File: config.mk
export PLATFORM = sky130hd
export DESIGN_NAME = video_timing_ctrl
export DESIGN_NICKNAME = d
export VERILOG_FILES = /design/src/rtl/video_ctrl_pkg.sv /design/src/rtl/vtc_cycle_timer.sv /design/src/rtl/video_timing_ctrl.sv
export SDC_FILE = /design/constraint.sdc
export NUM_CORES = 1
export LEC_CHECK = 0
export CORE_ASPECT_RATIO = 0.6
export CORE_MARGIN = 8
export CORE_UTILIZATION = 30
export CTS_BUF_LIST = sky130_fd_sc_hd__clkbuf_8 sky130_fd_sc_hd__clkbuf_16
export CTS_CLUSTER_DIAMETER = 150
export DETAILED_ROUTE_END_ITERATION = 10
export PLACE_DENSITY = 0.47
export SYNTH_ARGS = -nofsm -noshare
export SYNTH_HDL_FRONTEND = slang
export SYNTH_HIERARCHICAL = 1
export SYNTH_SLANG_ARGS = --single-unit
File: constraint.sdc
create_clock -name i_pclk -period 8.8 [get_ports i_pclk]
set_input_delay 0.88 -clock i_pclk [delete_from_list [all_inputs] [get_ports i_pclk]]
set_output_delay 0.88 -clock i_pclk [all_outputs]
set_load 0.02 [all_outputs]
File: src/rtl/video_ctrl_pkg.sv
// Shared constants for the video timing run-control sequencer.
// State and opcode encodings are plain localparams so legacy code can reuse them.
package video_ctrl_pkg;

  localparam logic [2:0] IDLE       = 3'd0;
  localparam logic [2:0] WAIT_LOCK  = 3'd1;
  localparam logic [2:0] SETTLE     = 3'd2;
  localparam logic [2:0] RUN        = 3'd3;
  localparam logic [2:0] PAUSE_PEND = 3'd4;
  localparam logic [2:0] PAUSED     = 3'd5;
  localparam logic [2:0] STOP_PEND  = 3'd6;
  localparam logic [2:0] FAULT      = 3'd7;

  localparam logic [1:0] OP_START  = 2'd0;
  localparam logic [1:0] OP_STOP   = 2'd1;
  localparam logic [1:0] OP_PAUSE  = 2'd2;
  localparam logic [1:0] OP_RESUME = 2'd3;

  // One counter serves both the settle countdown and the watchdog, so it is
  // sized for whichever of the two limits is larger.
  function automatic int timer_width(input int settle_cycles, input int timeout_cycles);
    int m;
    m = (settle_cycles > timeout_cycles) ? settle_cycles : timeout_cycles;
    return $clog2(m + 1);
  endfunction

endpackage

File: src/rtl/vtc_cycle_timer.sv
// Loadable cycle counter: counts down during settle, up as the vsync watchdog.
// Holding all controls low freezes the count.
module vtc_cycle_timer #(
  parameter int W = 8
) (
  input  logic         i_clk,
  input  logic         i_rst_n,
  input  logic         i_load,
  input  logic [W-1:0] i_load_val,
  input  logic         i_clr,
  input  logic         i_dec,
  input  logic         i_inc,
  output logic [W-1:0] o_count
);

  logic [W-1:0] r_count;

  always_ff @(posedge i_clk or negedge i_rst_n) begin
    if (!i_rst_n) begin
      r_count <= '0;
    end else if (i_load) begin
      r_count <= i_load_val;
    end else if (i_clr) begin
      r_count <= '0;
    end else if (i_dec && (r_count != '0)) begin
      r_count <= r_count - 1'b1;
    end else if (i_inc) begin
      r_count <= r_count + 1'b1;
    end
  end

  assign o_count = r_count;

endmodule

File: src/rtl/video_timing_ctrl.sv
// Run-control sequencer for the video sync generator: PLL-lock wait, settle,
// frame-aligned stop/pause, vsync watchdog with auto-restart, frame counting.
//
// state      | meaning
// IDLE       | generator off, waiting for START
// WAIT_LOCK  | waiting for pixel PLL lock
// SETTLE     | lock seen, holding off SETTLE_CYCLES before enabling
// RUN        | generator enabled, watchdog running
// PAUSE_PEND | PAUSE accepted, waiting for next frame boundary
// PAUSED     | generator paused, watchdog frozen
// STOP_PEND  | STOP accepted, waiting for next frame boundary
// FAULT      | vsync lost; one-cycle disable before re-settling
module video_timing_ctrl
  import video_ctrl_pkg::*;
#(
  parameter int SETTLE_CYCLES  = 1024,
  parameter int TIMEOUT_CYCLES = 2600000,
  parameter int FCNT_W         = 16
) (
  input  logic              i_pclk,
  input  logic              i_rst_n,
  input  logic              i_pll_locked,
  input  logic              i_cmd_valid,
  input  logic [1:0]        i_cmd_op,
  output logic              o_cmd_ready,
  output logic              o_cmd_err,
  input  logic              i_gen_vsync,
  output logic              o_gen_enable,
  output logic              o_gen_pause,
  output logic              o_running,
  output logic              o_paused,
  output logic [FCNT_W-1:0] o_frame_cnt,
  output logic              o_timeout_err,
  output logic [2:0]        o_state
);

  localparam int TIMER_W = timer_width(SETTLE_CYCLES, TIMEOUT_CYCLES);
  localparam logic [TIMER_W-1:0] SETTLE_LOAD = TIMER_W'(SETTLE_CYCLES - 1);
  localparam logic [TIMER_W-1:0] WD_LIMIT    = TIMER_W'(TIMEOUT_CYCLES - 1);

  logic [2:0]        r_state;
  logic              r_gen_enable;
  logic              r_gen_pause;
  logic              r_cmd_err;
  logic [FCNT_W-1:0] r_frame_cnt;
  logic              r_timeout_err;
  logic              r_vs_d;

  logic [2:0]         w_nxt_state;
  logic               w_nxt_enable;
  logic               w_nxt_pause;
  logic               w_nxt_cmd_err;
  logic               w_fcnt_inc;
  logic               w_fcnt_clr;
  logic               w_terr_set;
  logic               w_terr_clr;
  logic               w_t_load;
  logic               w_t_clr;
  logic               w_t_dec;
  logic               w_t_inc;
  logic [TIMER_W-1:0] w_count;
  logic               w_cmd_acc;
  logic               w_vs_rise;
  logic               w_active;
  logic               w_pll_lost;
  logic               w_wd_expire;

  assign o_cmd_ready = (r_state == IDLE) || (r_state == RUN) || (r_state == PAUSED);
  assign o_running   = w_active;
  assign o_paused    = (r_state == PAUSED);
  assign o_state     = r_state;

  assign w_cmd_acc   = i_cmd_valid && o_cmd_ready;
  assign w_vs_rise   = i_gen_vsync && !r_vs_d && r_gen_enable;
  assign w_active    = (r_state == RUN) || (r_state == PAUSE_PEND) || (r_state == STOP_PEND);
  assign w_pll_lost  = !i_pll_locked && (r_state != IDLE) && (r_state != WAIT_LOCK);
  assign w_wd_expire = w_active && (w_count == WD_LIMIT);

  vtc_cycle_timer #(
    .W (TIMER_W)
  ) u_timer (
    .i_clk      (i_pclk),
    .i_rst_n    (i_rst_n),
    .i_load     (w_t_load),
    .i_load_val (SETTLE_LOAD),
    .i_clr      (w_t_clr),
    .i_dec      (w_t_dec),
    .i_inc      (w_t_inc),
    .o_count    (w_count)
  );

  always_comb begin
    w_nxt_state   = r_state;
    w_nxt_enable  = r_gen_enable;
    w_nxt_pause   = r_gen_pause;
    w_nxt_cmd_err = 1'b0;
    w_fcnt_inc    = 1'b0;
    w_fcnt_clr    = 1'b0;
    w_terr_set    = 1'b0;
    w_terr_clr    = 1'b0;
    w_t_load      = 1'b0;
    w_t_clr       = 1'b0;
    w_t_dec       = 1'b0;
    w_t_inc       = 1'b0;

    // Lock loss beats everything; any pending stop/pause is dropped with it.
    if (w_pll_lost) begin
      w_nxt_state  = WAIT_LOCK;
      w_nxt_enable = 1'b0;
      w_nxt_pause  = 1'b0;
      w_t_clr      = 1'b1;
    end else if (w_wd_expire) begin
      w_nxt_state  = FAULT;
      w_nxt_enable = 1'b0;
      w_nxt_pause  = 1'b0;
      w_terr_set   = 1'b1;
      w_t_clr      = 1'b1;
    end else begin
      if (w_active) begin
        if (w_vs_rise) begin
          w_fcnt_inc = 1'b1;
          w_t_clr    = 1'b1;
        end else begin
          w_t_inc = 1'b1;
        end
      end

      case (r_state)
        IDLE: begin
          if (w_cmd_acc) begin
            if (i_cmd_op == OP_START) begin
              w_nxt_state = WAIT_LOCK;
              w_fcnt_clr  = 1'b1;
              w_terr_clr  = 1'b1;
            end else begin
              w_nxt_cmd_err = 1'b1;
            end
          end
        end
        WAIT_LOCK: begin
          if (i_pll_locked) begin
            w_nxt_state = SETTLE;
            w_t_load    = 1'b1;
          end
        end
        SETTLE: begin
          if (w_count == '0) begin
            w_nxt_state  = RUN;
            w_nxt_enable = 1'b1;
            w_t_clr      = 1'b1;
          end else begin
            w_t_dec = 1'b1;
          end
        end
        RUN: begin
          // A command on a vsync edge still only arms the pending state, so
          // the stop/pause lands on the following frame boundary.
          if (w_cmd_acc) begin
            case (i_cmd_op)
              OP_STOP:  w_nxt_state = STOP_PEND;
              OP_PAUSE: w_nxt_state = PAUSE_PEND;
              default:  w_nxt_cmd_err = 1'b1;
            endcase
          end
        end
        PAUSE_PEND: begin
          if (w_vs_rise) begin
            w_nxt_state = PAUSED;
            w_nxt_pause = 1'b1;
          end
        end
        STOP_PEND: begin
          if (w_vs_rise) begin
            w_nxt_state  = IDLE;
            w_nxt_enable = 1'b0;
          end
        end
        PAUSED: begin
          if (w_cmd_acc) begin
            case (i_cmd_op)
              OP_RESUME: begin
                w_nxt_state = RUN;
                w_nxt_pause = 1'b0;
                w_t_clr     = 1'b1;
              end
              OP_STOP: begin
                w_nxt_state  = IDLE;
                w_nxt_enable = 1'b0;
                w_nxt_pause  = 1'b0;
                w_t_clr      = 1'b1;
              end
              default: w_nxt_cmd_err = 1'b1;
            endcase
          end
        end
        FAULT: begin
          w_nxt_state = SETTLE;
          w_t_load    = 1'b1;
        end
        default: begin
          w_nxt_state  = IDLE;
          w_nxt_enable = 1'b0;
          w_nxt_pause  = 1'b0;
        end
      endcase
    end
  end

  always_ff @(posedge i_pclk or negedge i_rst_n) begin
    if (!i_rst_n) begin
      r_state       <= IDLE;
      r_gen_enable  <= 1'b0;
      r_gen_pause   <= 1'b0;
      r_cmd_err     <= 1'b0;
      r_frame_cnt   <= '0;
      r_timeout_err <= 1'b0;
      r_vs_d        <= 1'b0;
    end else begin
      r_state      <= w_nxt_state;
      r_gen_enable <= w_nxt_enable;
      r_gen_pause  <= w_nxt_pause;
      r_cmd_err    <= w_nxt_cmd_err;
      r_vs_d       <= i_gen_vsync;
      if (w_fcnt_clr) begin
        r_frame_cnt <= '0;
      end else if (w_fcnt_inc) begin
        r_frame_cnt <= r_frame_cnt + 1'b1;
      end
      if (w_terr_clr) begin
        r_timeout_err <= 1'b0;
      end else if (w_terr_set) begin
        r_timeout_err <= 1'b1;
      end
    end
  end

  assign o_gen_enable  = r_gen_enable;
  assign o_gen_pause   = r_gen_pause;
  assign o_cmd_err     = r_cmd_err;
  assign o_frame_cnt   = r_frame_cnt;
  assign o_timeout_err = r_timeout_err;

endmodule

==> impl_table.tex <==
\begin{tabular}{lr}
\hline
Metric & Value \\
\hline
\multicolumn{2}{l}{\textbf{Power}} \\
Clk pwr share & $\sim$14\% \\
PnR Total Power & $\sim$1.4 mW \\
Cell internal power dissipation & $\sim$0.72 mW \\
Sequential power share & 27.2\% \\
Switching part of the total & between 50\% and 60\% \\
Part of the power in combinational logic & 58.3\% \\
Cell area power density & around 310 mW/mm\^{}2 \\
VDD IR max & 128 uV \\
Leakage & around 2 nW \\
Net switching power & just over 0.7 mW \\
\multicolumn{2}{l}{\textbf{STA}} \\
Max-slew violation count & 0 \\
Tightest Pin Transition & 0.855 ns \\
Remaining max-slew budget at the tightest pin & 42.9\% \\
RSZ-0062 raised after global routing & no \\
Worst Slack Setup Final & between 3 and 4 ns \\
Worst slack on hold paths & 0.517 ns \\
Final Hold Vio Count & 0 \\
Final clock period utilization by the worst path & just over 60\% \\
Setup TNS & 0 ns \\
Final Setup Violations & 0 \\
Maximum frequency from static timing analysis & 183 MHz \\
Final setup skew & 0.00481 ns \\
Final critical delay including setup and external delays & between 5 and 6 ns \\
\multicolumn{2}{l}{\textbf{Cells and area}} \\
Post-Route Utilization & between 30 and 40\% \\
Area growth from synthesis to final layout & 17.2\% \\
Final nets & 543 \\
Number of inserted diodes & 0 \\
Fillcell total & 1299 \\
Final instance count without filler cells & just under 700 \\
Layout cell share with drive strength beyond 1 & under 10\% \\
Design Area, Final & $\sim$0.0046 sq mm \\
\multicolumn{2}{l}{\textbf{CTS}} \\
Clock tree from TritonCTS & done \\
Number of buffers inserted for hold repair after clock tree synthesis & 0 \\
TritonCTS buffer count & 5 \\
Clk slew on worst S/H paths & $\sim$0.08 ns \\
Clock latency on the worst-skew pair & $\sim$0.3 ns \\
Number of buffers inserted by post-CTS setup repair & 0 \\
\# clock sinks & 46 \\
Root Driver & sky130\_fd\_sc\_hd\_\_clkbuf\_16 \\
Htree depth & 2 \\
Count of instances resized after the clock tree is built & 0 \\
Number of buffers on the longest clock path & 2 \\
\multicolumn{2}{l}{\textbf{Critical path}} \\
Depth of the critical timing path with buffers and inverters included & 15 \\
Depth of the most critical reg-to-reg path & 15 \\
Category of cells accounting for the largest share of critical-path delay & compound AO/OA/AOI/OAI gates \\
Element type at the critical path start & primary input \\
Launch point of the worst path & i\_pll\_locked \\
Cell type of the slowest stage on the worst timing path & sky130\_fd\_sc\_hd\_\_clkdlybuf4s50\_1 \\
Crit-path cells & clkdlybuf4s50\_1 > nor4b\_1 > o21ai\_2 > inv\_1 > o41ai\_4 > inv\_1 > ha\_1 > nor2b\_1 > o211ai\_1 > a21boi\_0 > o211ai\_1 > a21oi\_1 > a211oi\_1 > nor2\_1 > a311oi\_1 \\
Register-to-register path setup slack & between 3 and 4 ns \\
Largest incremental delay on the critical path & 0.73 ns \\
Data required time at the worst endpoint & 9.00 ns \\
Buffering stage count on the worst path with inverters included & 3 \\
FF-to-FF Start & o\_state[1] \\
Endpoint class of the critical path & flip-flop \\
Critical path type & primary input to flip-flop \\
Arrival time of data at the critical path endpoint & 5.68 ns \\
Worst-path fanout max & 21 \\
\multicolumn{2}{l}{\textbf{Floorplan}} \\
Initial core utilization & a little over 30\% \\
Core Area & $\sim$0.013 sq mm \\
Width of the die & between 150 and 200 um \\
Cell row count & 32 \\
Top Ports & 33 \\
Die Area & roughly 0.017 sq mm \\
Die Y & approximately 100 um \\
\multicolumn{2}{l}{\textbf{Placement}} \\
Detailed Place HPWL & between 8000 and 9000 um \\
Number of cells after detailed placement & 673 \\
Number of I/O port buffers & 32 \\
Routability congestion estimate from global placement & a little under 0.9 \\
Setup slack at placement & about 3.1 ns \\
Placed instance area & about 0.0044 sq mm \\
\multicolumn{2}{l}{\textbf{Logic synthesis}} \\
Post-Synth Adder-Cell Area & $\sim$8.5\% \\
Top cell type by total area after synthesis & sky130\_fd\_sc\_hd\_\_dfrtp\_1 \\
Share of synthesized cell area in and, or, nand and nor gates & 25.5\% \\
Combinational family with the most area after synthesis & simple AND/OR/NAND/NOR gates \\
Count of synthesis-stage warnings from yosys & 6 \\
Number of flops mapped to enable cells by yosys & 0 \\
Synth top area share & around 29\% \\
Average footprint of a synthesized cell & about 8.4 sq um \\
Most area-consuming cells after synthesis & sky130\_fd\_sc\_hd\_\_dfrtp\_1, sky130\_fd\_sc\_hd\_\_ha\_1, sky130\_fd\_sc\_hd\_\_a21oi\_1, sky130\_fd\_sc\_hd\_\_xor2\_1, sky130\_fd\_sc\_hd\_\_nand2\_1 \\
Share of synthesized area occupied by flip-flops and latches & between 20\% and 30\% \\
Post-synthesis register bit count & 46 \\
Fraction of the mapped netlist area in compound gates & between 20\% and 30\% \\
Gate count after technology mapping & roughly 470 \\
Share of cell area taken by muxes after synthesis & approximately 1.3\% \\
Number of distinct standard cells referenced by the synthesized netlist & 79 \\
Dominant synthesized flop cell & sky130\_fd\_sc\_hd\_\_dfrtp\_1 \\
Synth Area in XOR/XNOR & 6.72\% \\
Fraction of registers with async set/reset & between 90\% and 100\% \\
Mapped Area & approximately 0.0039 sq mm \\
\multicolumn{2}{l}{\textbf{Global route}} \\
Met2 capacity usage during global routing & around 18\% \\
Overflow left after global routing & 0 \\
Initial antenna violation count & 0 \\
Wire length of the first global-routing pass & between 15000 and 20000 um \\
Maximum number of pins on one net before global-route repair & 47 \\
Combined global-route utilization of all metal layers & about 14\% \\
Met1 usage in global routing & between 20\% and 30\% \\
Via count of the first global-routing pass & 3411 \\
Met3 track utilization from global routing & 2.77\% \\
Busiest layer in global routing & met1 \\
\multicolumn{2}{l}{\textbf{Drt}} \\
Vias after detailed routing & 3553 \\
Routed wirelength normalized by instance count & $\sim$18 um \\
Pre-Repair DR Iteration Count & 5 \\
Avg Vias per Cell & $\sim$5.2 \\
Iteration-0 DRC count of the detailed router & between 200 and 300 \\
Number of remaining DRC errors & 0 \\
Total wirelength of the detailed-routed design & 11900 um \\
Count of nets left with antenna violations after detail routing & 0 \\
\multicolumn{2}{l}{\textbf{Worst hold path}} \\
Hold wc startpoint & o\_timeout\_err \\
Number of cells traversed by the worst hold path & 2 \\
Worst hold path class & flip-flop to flip-flop \\
\multicolumn{2}{l}{\textbf{Flow run}} \\
Max capacitance violation total & 0 \\
\multicolumn{2}{l}{\textbf{Outcome}} \\
Result of the run & complete, no violations \\
\hline
\end{tabular}
## cell type report
class                   instances  area, sq um  area share [%]
inverters                      20         75.1            1.64
repair buffers                 35          338            7.36
multi-input cells             402         2660            58.0
flip-flops and latches         46         1150            25.1
well taps                     170          213            4.64
clock inverters                 3         26.3           0.573
clock buffers                   5          125            2.73
## metal layers
layer,up-vias,part of all wire (%)
met5,-,0
met4,0,0.48
met3,5,6.6
met2,88,37
met1,1674,56
li1,1786,-
## power groups by stage
stage               combinational [mW]  clock (mW)  sequential, mW
finish                           0.836       0.208           0.389
detailed placement               0.832           0           0.391
CTS                              0.837       0.215           0.387
global placement                 0.827           0           0.390
global route                     0.935       0.223           0.402
floorplan                        0.622           0           0.357
## path summary, 6_finish.rpt
| kind | end |
|---|---|
| min reg2reg | o_timeout_err |
| max in group asynchronous | r_vs_d |
| max reg2reg | u_timer/o_count[18] |
| min | o_timeout_err |
| min in group asynchronous | o_frame_cnt[9] |
| max | u_timer/o_count[18] |
## layout by cell type (no fill, tap or decap), types with 4 or more instances in the layout
master	netlist	final
sky130_fd_sc_hd__a21o_1	7	7
sky130_fd_sc_hd__a21oi_1	41	40
sky130_fd_sc_hd__a22o_1	5	5
sky130_fd_sc_hd__a31oi_1	9	9
sky130_fd_sc_hd__and3_1	7	7
sky130_fd_sc_hd__clkbuf_16	0	5
sky130_fd_sc_hd__clkdlybuf4s50_1	0	31
sky130_fd_sc_hd__conb_1	2	22
sky130_fd_sc_hd__dfrtp_1	46	46
sky130_fd_sc_hd__ha_1	25	25
sky130_fd_sc_hd__inv_1	20	20
sky130_fd_sc_hd__nand2_1	44	44
sky130_fd_sc_hd__nand3_1	20	20
sky130_fd_sc_hd__nand4_1	9	9
sky130_fd_sc_hd__nor2_1	43	43
sky130_fd_sc_hd__nor2b_1	9	9
sky130_fd_sc_hd__nor4_1	11	11
sky130_fd_sc_hd__nor4b_1	4	4
sky130_fd_sc_hd__o211ai_1	4	4
sky130_fd_sc_hd__o21a_1	4	4
sky130_fd_sc_hd__o21ai_0	27	27
sky130_fd_sc_hd__o31ai_1	4	4
sky130_fd_sc_hd__xnor2_1	11	11
sky130_fd_sc_hd__xor2_1	19	19
## cell usage after synthesis, types with 4 or more instances
| master | instances |
|---|---|
| sky130_fd_sc_hd__a21o_1 | 7 |
| sky130_fd_sc_hd__a21oi_1 | 41 |
| sky130_fd_sc_hd__a22o_1 | 5 |
| sky130_fd_sc_hd__a31oi_1 | 9 |
| sky130_fd_sc_hd__and3_1 | 7 |
| sky130_fd_sc_hd__clkbuf_1 | 11 |
| sky130_fd_sc_hd__dfrtp_1 | 46 |
| sky130_fd_sc_hd__ha_1 | 25 |
| sky130_fd_sc_hd__inv_1 | 20 |
| sky130_fd_sc_hd__nand2_1 | 44 |
| sky130_fd_sc_hd__nand3_1 | 20 |
| sky130_fd_sc_hd__nand4_1 | 9 |
| sky130_fd_sc_hd__nor2_1 | 43 |
| sky130_fd_sc_hd__nor2b_1 | 9 |
| sky130_fd_sc_hd__nor4_1 | 11 |
| sky130_fd_sc_hd__nor4b_1 | 4 |
| sky130_fd_sc_hd__o211ai_1 | 4 |
| sky130_fd_sc_hd__o21a_1 | 4 |
| sky130_fd_sc_hd__o21ai_0 | 27 |
| sky130_fd_sc_hd__o31ai_1 | 4 |
| sky130_fd_sc_hd__xnor2_1 | 11 |
| sky130_fd_sc_hd__xor2_1 | 19 |
## worst min-delay path, stage by stage, from the launching register on
cell and delay [ns]:
sky130_fd_sc_hd__dfrtp_1 0.38, sky130_fd_sc_hd__inv_1 0.05, sky130_fd_sc_hd__o22ai_1 0.05
## logic make-up after synthesis
logic type,after synthesis
muxes,5
buffers and inverters,40
DFF,46
AOI/OAI and AO/OA,136
xor gates and xnor gates,30
other,2
and+or+nand+nor,183
adders and majority gates,26
## state kept, by name, indices dropped and copies added (netlist names)
name	flops
u_timer/o_count	22
o_frame_cnt	16
o_state	3
o_cmd_err	1
o_gen_enable	1
o_gen_pause	1
o_timeout_err	1
r_vs_d	1
Note: power is estimated with default switching activity, not from simulation.
